==> src/rtl/pa_regframe_pkg.sv <==
// pa_regframe_pkg
// Shared opcode constants, controller state encoding and opcode decode
// helpers for the register-frame spill/fill controller.
// No ports.
package pa_regframe_pkg;

  localparam logic [6:0] OP_PUSH_A = 7'd11;
  localparam logic [6:0] OP_POP_A  = 7'd12;
  localparam logic [6:0] OP_PUSH_B = 7'd13;
  localparam logic [6:0] OP_POP_B  = 7'd14;

  typedef enum logic [1:0] {
    ST_IDLE  = 2'd0,
    ST_SPILL = 2'd1,
    ST_FILL  = 2'd2
  } rfc_state_e;

  function automatic logic is_push(input logic [6:0] op);
    return (op == OP_PUSH_A) || (op == OP_PUSH_B);
  endfunction

  function automatic logic is_pop(input logic [6:0] op);
    return (op == OP_POP_A) || (op == OP_POP_B);
  endfunction

endpackage

==> src/rtl/regframe_xfer_seq.sv <==
// regframe_xfer_seq
// Walks register index 0..2**IDX_W-1 for one frame transfer. The request
// is held with a stable index until ack; the next index is requested in the
// cycle after the ack, so back-to-back acks give one register per cycle.
// Ports:
//   clock_i, reset_i  clock and synchronous active-high reset
//   start             one-cycle pulse, begins a transfer at index 0
//   ack               memory completed the current request this cycle
//   req               memory request, registered
//   idx               register index of the current request
//   done              ack of the last index (combinational pulse)
module regframe_xfer_seq #(
  parameter int IDX_W = 4
) (
  input  logic             clock_i,
  input  logic             reset_i,
  input  logic             start,
  input  logic             ack,
  output logic             req,
  output logic [IDX_W-1:0] idx,
  output logic             done
);

  logic last;

  assign last = (idx == {IDX_W{1'b1}});
  assign done = req & ack & last;

  always_ff @(posedge clock_i) begin
    if (reset_i) begin
      req <= 1'b0;
      idx <= '0;
    end else if (start) begin
      req <= 1'b1;
      idx <= '0;
    end else if (req && ack) begin
      if (last) req <= 1'b0;
      else      idx <= idx + IDX_W'(1);
    end
  end

endmodule

==> src/rtl/reg_frame_spill_ctrl.sv <==
// reg_frame_spill_ctrl
// Register-window frame controller. Tracks logical frame depth and how many
// frames are resident in the physical banks; spills the oldest resident
// frame to memory when a push finds every bank occupied, and fills the
// previous frame back from memory when a pop leaves no resident frame.
// Optional statistics counters are built when RFC_STATS_EN is defined;
// otherwise spillCount_o/fillCount_o are tied to zero.
// Ports:
//   clock_i, reset_i        clock, synchronous active-high reset
//   enable_i, opCode_i      frame op valid / opcode (11,13 push; 12,14 pop)
//   stall_o                 controller busy with a spill or fill
//   regBankSelect_o         logical frame depth
//   physBank_o              active physical bank (depth mod PHYS_BANKS)
//   rfAddr_o, rfData_i      RF transfer address {bank,idx} / read data
//   rfWrEn_o, rfWrData_o    RF write strobe and data during fill
//   memReq_o, memWe_o       memory request / write enable
//   memAddr_o, memData_o    memory address / store data
//   memData_i, memAck_i     load data / request completed
//   overflow_o, underflow_o sticky error flags
//   spillCount_o, fillCount_o completed spill/fill statistics
//
// state | meaning
// IDLE  | accepting frame ops
// SPILL | writing oldest resident frame to the spill area
// FILL  | reading previous frame back into its bank
module reg_frame_spill_ctrl
  import pa_regframe_pkg::*;
#(
  parameter int PHYS_BANKS    = 8,
  parameter int REGS_PER_BANK = 16,
  parameter int DATA_W        = 16,
  parameter int ADDR_W        = 16,
  parameter logic [ADDR_W-1:0] SPILL_BASE = 16'hF000,
  localparam int PB_W  = $clog2(PHYS_BANKS),
  localparam int IDX_W = $clog2(REGS_PER_BANK)
) (
  input  logic                  clock_i,
  input  logic                  reset_i,
  input  logic                  enable_i,
  input  logic [6:0]            opCode_i,
  output logic                  stall_o,
  output logic [5:0]            regBankSelect_o,
  output logic [PB_W-1:0]       physBank_o,
  output logic [PB_W+IDX_W-1:0] rfAddr_o,
  input  logic [DATA_W-1:0]     rfData_i,
  output logic                  rfWrEn_o,
  output logic [DATA_W-1:0]     rfWrData_o,
  output logic                  memReq_o,
  output logic                  memWe_o,
  output logic [ADDR_W-1:0]     memAddr_o,
  output logic [DATA_W-1:0]     memData_o,
  input  logic [DATA_W-1:0]     memData_i,
  input  logic                  memAck_i,
  output logic                  overflow_o,
  output logic                  underflow_o,
  output logic [15:0]           spillCount_o,
  output logic [15:0]           fillCount_o
);

  localparam logic [5:0]  DEPTH_MAX = 6'd63;
  localparam logic [PB_W:0] RES_ONE  = (PB_W+1)'(1);
  localparam logic [PB_W:0] RES_FULL = (PB_W+1)'(PHYS_BANKS);
  // Oldest resident frame when all banks are full: depth + 1 - PHYS_BANKS.
  localparam logic [5:0]  SPILL_OFS = 6'(PHYS_BANKS - 1);

  rfc_state_e        state;
  logic              stall_q;
  logic              start_q;
  logic [5:0]        depth;
  logic [PB_W:0]     resident;
  logic [5:0]        xfer_frame;
  logic              overflow_q;
  logic              underflow_q;
  logic              seq_req;
  logic              seq_done;
  logic [IDX_W-1:0]  seq_idx;
  logic              in_spill;
  logic              in_fill;
  logic [ADDR_W-1:0] xfer_addr;

  regframe_xfer_seq #(.IDX_W(IDX_W)) u_seq (
    .clock_i (clock_i),
    .reset_i (reset_i),
    .start   (start_q),
    .ack     (memAck_i),
    .req     (seq_req),
    .idx     (seq_idx),
    .done    (seq_done)
  );

  always_ff @(posedge clock_i) begin
    if (reset_i) begin
      state       <= ST_IDLE;
      stall_q     <= 1'b0;
      start_q     <= 1'b0;
      depth       <= '0;
      resident    <= RES_ONE;
      xfer_frame  <= '0;
      overflow_q  <= 1'b0;
      underflow_q <= 1'b0;
    end else begin
      start_q <= 1'b0;
      case (state)
        ST_IDLE: begin
          if (enable_i) begin
            if (is_push(opCode_i)) begin
              if (depth == DEPTH_MAX) begin
                overflow_q <= 1'b1;
              end else if (resident != RES_FULL) begin
                depth    <= depth + 6'd1;
                resident <= resident + RES_ONE;
              end else begin
                state      <= ST_SPILL;
                stall_q    <= 1'b1;
                start_q    <= 1'b1;
                xfer_frame <= depth - SPILL_OFS;
              end
            end else if (is_pop(opCode_i)) begin
              if (depth == 6'd0) begin
                underflow_q <= 1'b1;
              end else if (resident != RES_ONE) begin
                depth    <= depth - 6'd1;
                resident <= resident - RES_ONE;
              end else begin
                state      <= ST_FILL;
                stall_q    <= 1'b1;
                start_q    <= 1'b1;
                xfer_frame <= depth - 6'd1;
              end
            end
          end
        end
        ST_SPILL: begin
          if (seq_done) begin
            state   <= ST_IDLE;
            stall_q <= 1'b0;
            depth   <= depth + 6'd1;
          end
        end
        ST_FILL: begin
          if (seq_done) begin
            state    <= ST_IDLE;
            stall_q  <= 1'b0;
            depth    <= depth - 6'd1;
            resident <= RES_ONE;
          end
        end
        default: begin
          state   <= ST_IDLE;
          stall_q <= 1'b0;
        end
      endcase
    end
  end

  assign in_spill = (state == ST_SPILL);
  assign in_fill  = (state == ST_FILL);

  assign xfer_addr = SPILL_BASE + (ADDR_W'(xfer_frame) << IDX_W) + ADDR_W'(seq_idx);

  assign stall_o         = stall_q;
  assign regBankSelect_o = depth;
  assign physBank_o      = depth[PB_W-1:0];
  assign overflow_o      = overflow_q;
  assign underflow_o     = underflow_q;

  // Transfer-side outputs are forced to zero whenever no transfer is active.
  assign rfAddr_o   = stall_q ? {xfer_frame[PB_W-1:0], seq_idx} : '0;
  assign memReq_o   = seq_req;
  assign memWe_o    = in_spill & seq_req;
  assign memAddr_o  = seq_req ? xfer_addr : '0;
  assign memData_o  = (in_spill && seq_req) ? rfData_i : '0;
  assign rfWrEn_o   = in_fill & seq_req & memAck_i;
  assign rfWrData_o = (in_fill && seq_req && memAck_i) ? memData_i : '0;

`ifdef RFC_STATS_EN
  logic [15:0] spill_cnt;
  logic [15:0] fill_cnt;

  always_ff @(posedge clock_i) begin
    if (reset_i) begin
      spill_cnt <= '0;
      fill_cnt  <= '0;
    end else begin
      if (in_spill && seq_done && (spill_cnt != 16'hFFFF)) spill_cnt <= spill_cnt + 16'd1;
      if (in_fill && seq_done && (fill_cnt != 16'hFFFF))   fill_cnt  <= fill_cnt + 16'd1;
    end
  end

  assign spillCount_o = spill_cnt;
  assign fillCount_o  = fill_cnt;
`else
  assign spillCount_o = '0;
  assign fillCount_o  = '0;
`endif

endmodule

==> config.mk <==
export PLATFORM = sky130hd
export DESIGN_NAME = reg_frame_spill_ctrl
export DESIGN_NICKNAME = d
export VERILOG_FILES = /design/src/rtl/pa_regframe_pkg.sv /design/src/rtl/regframe_xfer_seq.sv /design/src/rtl/reg_frame_spill_ctrl.sv
export SDC_FILE = /design/constraint.sdc
export NUM_CORES = 1
export LEC_CHECK = 0
export CAP_MARGIN = 10
export CORE_MARGIN = 3
export CORE_UTILIZATION = 35
export DETAILED_ROUTE_END_ITERATION = 7
export PLACE_DENSITY = 0.75
export SLEW_MARGIN = 5
export SYNTH_ARGS = -nofsm -noshare
export SYNTH_HDL_FRONTEND = slang
export SYNTH_SLANG_ARGS = --single-unit
==> constraint.sdc <==
create_clock -name clock_i -period 2.6 [get_ports clock_i]
set_clock_uncertainty 0.2 [all_clocks]
set_input_delay 0.26 -clock clock_i [delete_from_list [all_inputs] [get_ports clock_i]]
set_output_delay 0.26 -clock clock_i [all_outputs]
set_load 0.02 [all_outputs]
Word-level counts from Yosys, hierarchy flattened. Index checks and enable logic that the tools add are counted.

Register bits after elaboration: 27. Input port bits: 43. Output and inout port bits: 102. Word-level logic and storage cells: 132.

Equal/unequal tests: 25. Reduce and logical (&&, ||, !) cells: 24. $add $sub $neg: 8. Multiplexer cells: 56. Bitwise logic cells: 9.

Operators with widths (count): 2-to-1 mux 6 bit (15); 2-to-1 mux 16 bit (3); 2-to-1 mux 4 bit (8); equality test 7 x 4 -> 1 bit (second input constant) (4); != test 3 bit (second input constant) (7); case mux 6 bit (3 select lines) (1); 2-to-1 mux 1 bit (17); 2-to-1 mux 2 bit (8); adder 14 x 5 -> 15 bit (1); adder 13 x 11 -> 14 bit (first input constant) (1); != test 2 bit (second input constant) (7); AND reduction 7 bit (2); AND reduction 9 bit (1); adder 4 x 1 -> 4 bit (second input constant) (2); case mux 4 bit (2 select lines) (1); AND reduction 8 bit (1); nonzero test 2 bit (4); 2-to-1 mux 7 bit (1); adder 6 x 1 -> 6 bit (second input constant) (1); equality test 6 bit (second input constant) (1); zero test 6 bit (1); subtractor 6 x 1 -> 6 bit (second input constant) (1); subtractor 6 x 3 -> 6 bit (second input constant) (1); AND 1 bit (5); 19 further kinds (28).

Longest topological paths before layout.
Depth after elaboration: 7. Mapped depth: 10. Depth with buffers taken out: 8.

Hierarchy. A second synthesis with hierarchy kept.

Cell total of the unflattened synthesis: 334. Area total of the unflattened synthesis: 2588.7 um^2.

By module, submodules not included: reg_frame_spill_ctrl (cells each 306, instances 1, sequential area each 440.4 um^2, area an instance 2349.8 um^2); regframe_xfer_seq (cells each 28, instances 1, sequential area each 100.1 um^2, area an instance 239.0 um^2).

Worst setup path before layout. Ideal clock, no wire load.

Path kind: register to register. From: reg depth[0], in the netlist regBankSelect_o[0]. To: reg resident[2]. Clock period less this slack: 2.398 ns. Setup slack: 0.202 ns. Buffers on the path: 0. Arrival time: 2.128 ns. Library setup time: 0.070 ns. Data required time: 2.330 ns. Stages on the path, launching flop included: 8. Cells stage by stage: dfxtp_1 ha_1 and3_1 a31oi_1 mux2i_1 a211o_1 or4_1 a21oi_1.

Longest elaborated chain between the ends: 3. Elaborated cells on any way between the ends: 5. Those cells by class: eq/ne: 3; reduce/logical: 2.

Ends and longest elaborated chain: start, declared (RTL line reg_frame_spill_ctrl.sv:69) `logic [5:0] depth;`; start signal, assigned (RTL line reg_frame_spill_ctrl.sv:110) `depth <= depth + 6'd1;`; start signal, assigned (RTL line reg_frame_spill_ctrl.sv:122) `depth <= depth - 6'd1;`; start signal, assigned (RTL line reg_frame_spill_ctrl.sv:137) `depth <= depth + 6'd1;`; equality test 6 bit / zero test 6 bit (equally long branches) (RTL line reg_frame_spill_ctrl.sv:107, reg_frame_spill_ctrl.sv:119); != test 3 bit (no line); AND reduction 8 bit (no line) (*); end signal, assigned (RTL line reg_frame_spill_ctrl.sv:111) `resident <= resident + RES_ONE;`; end signal, assigned (RTL line reg_frame_spill_ctrl.sv:123) `resident <= resident - RES_ONE;`; end, declared (RTL line reg_frame_spill_ctrl.sv:70) `logic [PB_W:0] resident;`.

Mark *: on every way between the ends. The rest lies on a longest branch, timed or not. A chain may end at the register's enable or synchronous reset.

Final worst setup path.
From: in opCode_i[2]. To: reg depth[3], in the netlist regBankSelect_o[3].

Longest elaborated chain between the ends: 5. Elaborated cells on any way between the ends: 15. Those cells by class: eq/ne: 9; mux: 3; reduce/logical: 3.

Ends and longest elaborated chain: start, declared (RTL line reg_frame_spill_ctrl.sv:40) `input logic [6:0] opCode_i,`; equality test 7 x 4 -> 1 bit (RTL line pa_regframe_pkg.sv:19) `return (op == OP_PUSH_A) || (op == OP_PUSH_B);`; logical OR 1 bit (RTL line pa_regframe_pkg.sv:19); 2-to-1 mux 6 bit (RTL line reg_frame_spill_ctrl.sv:106) `if (is_push(opCode_i)) begin`; 2-to-1 mux 6 bit (RTL line reg_frame_spill_ctrl.sv:105) `if (enable_i) begin`; case mux 6 bit (3 select lines) (RTL line reg_frame_spill_ctrl.sv:103) `case (state)`.

Parallel ways exist; a longest one is shown, timed or not. The select of a mux whose other input is x is not followed.

==> run metrics <==
Die Height 91.0 um; Synth Register Bits 27; placed inst area 3660 sq um; Seq/Total Area, Yosys 21.4%; total track usage 16.9%; mean post-synth cell area 7.75 sq um; CTS tree built; Sw Ratio 26.8%; Internal Power 0.588 mW; synth unique cells 55; Warnings, synthesis 0; critical-path cell list clkdlybuf4s50_1 > a21boi_0 > o211ai_1 > a221o_1 > a211oi_1 > buf_4 > a21boi_0 > o22ai_1; RSZ-0062 raised after global routing false; Worst setup SP type input pin; via count 2588; leakage power 1.89 nW; Root Driver clkbuf_8; die width 91.0 um; vias in the first global route 2364; CP max stage delay 520 ps; prevailing post-synth register cell dfxtp_1; top cells by area, synth dfxtp_1, buf_4, and2_1, ha_1, and3_1; share of power burned in registers 51.4%; Via density 4.84; reg-to-reg setup timing slack 200 ps; HP Class reg -> reg; Clk network pwr share 31.1%; Port-buffer cells 110; final worst setup slack 152 ps; Hold Vio Cnt, Final 0; crit path kind in -> reg; Slew Limit Fails 0; Yosys top cell by area dfxtp_1; Final setup viols 0; first-pass GRT wire length 11700 um; ant diodes 0; CTS sink count 27; die area 8270 sq um; CP arrival 2410 ps; slowest stage cell, crit path clkdlybuf4s50_1; mean routed wirelength per cell 13.8 um; crit path max fanout 10; max_cap viols 0; fraction of registers with async set/reset 0%; Worst Tran Pin Value 519 ps; Cells after Synth 326; critical path capture point type flip-flop; synthesized area 2530 sq um; FMAX 408 MHz; Tmin final 2450 ps; Routed WL 7360 um; Clock Path Buffers 2; Clk pin slew, worst setup/hold paths 100 ps; clk_lat worst skew 290 ps; hold buffers post-CTS 0; fin crit share 94.2%; ANT nets after route 0; share of cells above drive strength 1 10.7%; TritonCTS buffer count 3; Net Sw Power 0.215 mW; initial antenna violation count 0; Register-to-Register Path Depth 7; Comb pwr share 17.4%; peak supply drop 0.165 mV; cell mode on critical path a21boi_0; Worst R2R End resident[2]; Final Cell Area 3750 sq um; Final #Nets 495; Layout area overhead 48.5%; worst hold start underflow_o; critical path endpoint regBankSelect_o[3]; WP data required 2570 ps; row cnt 30; H-tree depth 1; status completed; Starting Density 36.6%; HPWL after DPL 5970 um; Setup TNS Final 0 ps; core region area 6910 sq um; DRC violations left 0; total gr overflow 0; crit path from opCode_i[2]; largest net degree at the start of global routing 35; EDFF count, synth 0; r2r startpoint regBankSelect_o[0]; gpl congestion 0.932; power per cell area 214 nW/um^2; I/O pins 145; Slew HR 65.3%; Synth top area share 21.4%; Pre-antenna DRT Iters 4; 1st-iter DRT viols 153; DP Worst Slack -145 ps
==> worst min path at each step <==
stage / endpoint / slack (ps) / cells past startpoint
after floorplan: xfer_frame[4] / 260 / 2
after global placement: underflow_o / 270 / 2
after detailed placement: overflow_o / 280 / 2
after CTS: underflow_o / 310 / 2
after global routing: underflow_o / 330 / 2
final: underflow_o / 290 / 2
==> through the flow <==
stage | instances | util, % | total power, mW | hold WS, ps
2_1_floorplan | 359 | - | 0.523 | 255
3_3_place_gp | 531 | 53.0 | 0.560 | 270
3_5_place_dp | 531 | 53.0 | 0.562 | 278
4_1_cts | 535 | 53.6 | 0.810 | 314
5_1_grt | 535 | 54.3 | 0.838 | 335
6_report | 535 | 54.3 | 0.804 | 295
==> cells in the mapped netlist (2+ instances only) <==
library cell / count
nand2b_1: 2
nand2_1: 17
dfxtp_1: 27
nand3b_1: 2
nand4_1: 2
mux2i_1: 13
o221a_2: 2
a31oi_1: 6
and2_1: 34
o41ai_1: 2
o22ai_1: 3
or3_2: 2
clkbuf_1: 14
a32o_1: 2
inv_1: 13
xor2_1: 3
a41oi_1: 2
xnor2_1: 8
and3b_1: 2
nor3_1: 9
o21ai_0: 7
a21boi_0: 2
and3_1: 21
a221oi_1: 2
nor2_1: 27
ha_1: 12
a211oi_1: 2
and3_2: 2
nor3b_1: 2
mux2_2: 2
a21oi_1: 12
nand3_1: 5
buf_4: 43
==> cells in the final DEF (no fill, tap or decap), types with 3 or more instances in the layout <==
cell / instances
a21oi_1: 12
a31oi_1: 6
and2_1: 34
and3_1: 21
buf_4: 25
clkbuf_8: 3
clkdlybuf4s50_1: 94
conb_1: 34
dfxtp_1: 26
dlymetal6s2s_1: 16
ha_1: 11
inv_1: 13
mux2i_1: 13
nand2_1: 17
nand3_1: 4
nor2_1: 27
nor3_1: 9
o21ai_0: 7
o22ai_1: 3
xnor2_1: 8
xor2_1: 3
==> state kept, by name (all words and copies together) (netlist names), 2 cells and up <==
| signal | flops |
|---|---|
| u_seq.idx | 4 |
| regBankSelect_o | 6 |
| resident | 4 |
| state | 2 |
| xfer_frame | 6 |
==> power groups by stage <==
| stage | sequential (mW) | clock (mW) | combinational (mW) |
|---|---|---|---|
| 5_1_grt | 0.414 | 0.274 | 0.150 |
| 2_1_floorplan | 0.423 | 0 | 0.100 |
| 3_5_place_dp | 0.423 | 0 | 0.139 |
| 3_3_place_gp | 0.423 | 0 | 0.137 |
| 4_1_cts | 0.413 | 0.257 | 0.139 |
| 6_report | 0.413 | 0.250 | 0.140 |
==> cell type report <==
type	instances	area, sq um
tap	96	120
timing repair buffer	135	1330
inverter	14	52.6
clock inverter	1	5.00
sequential	27	542
fill	656	3150
multi-input combinational	259	1660
clock buffer	3	41.3
==> worst max-delay path: cells and delay by family <==
family	cells	cell delay (ps)
compound gates	6	1410
buf+inv	2	750
==> metal layers <==
layer | routed length (um) | global-route usage [%] | up-vias | share of wire [%]
li1 | - | - | 1280 | -
met5 | 0 | 0 | - | 0
met4 | 104 | 5.53 | 0 | 1.4
met1 | 3050 | 20.6 | 1178 | 41
met2 | 3580 | 29.7 | 122 | 49
met3 | 631 | 3.23 | 8 | 8.6
==> logic make-up (layout without fill, tap and decap cells) <==
logic type / Yosys count / in the layout / share of synthesized area (%)
AO/OA/AOI/OAI: 53 / 53 / 14.7
XOR/XNOR: 11 / 11 / 3.81
adder cells (fa/ha/maj): 12 / 12 / 5.94
buffers and inverters: 73 / 153 / 18.0
flip-flops: 27 / 27 / 21.4
multiplexers: 15 / 15 / 6.04
other: 1 / 34 / 0.148
AND/OR/NAND/NOR: 134 / 134 / 30.0
==> timing repair <==
action	4_1_cts	5_1_grt
setup endpoints to repair	0	35
resized for setup	0	19
buffers inserted	0	0
(Power assumes the default switching activity.)
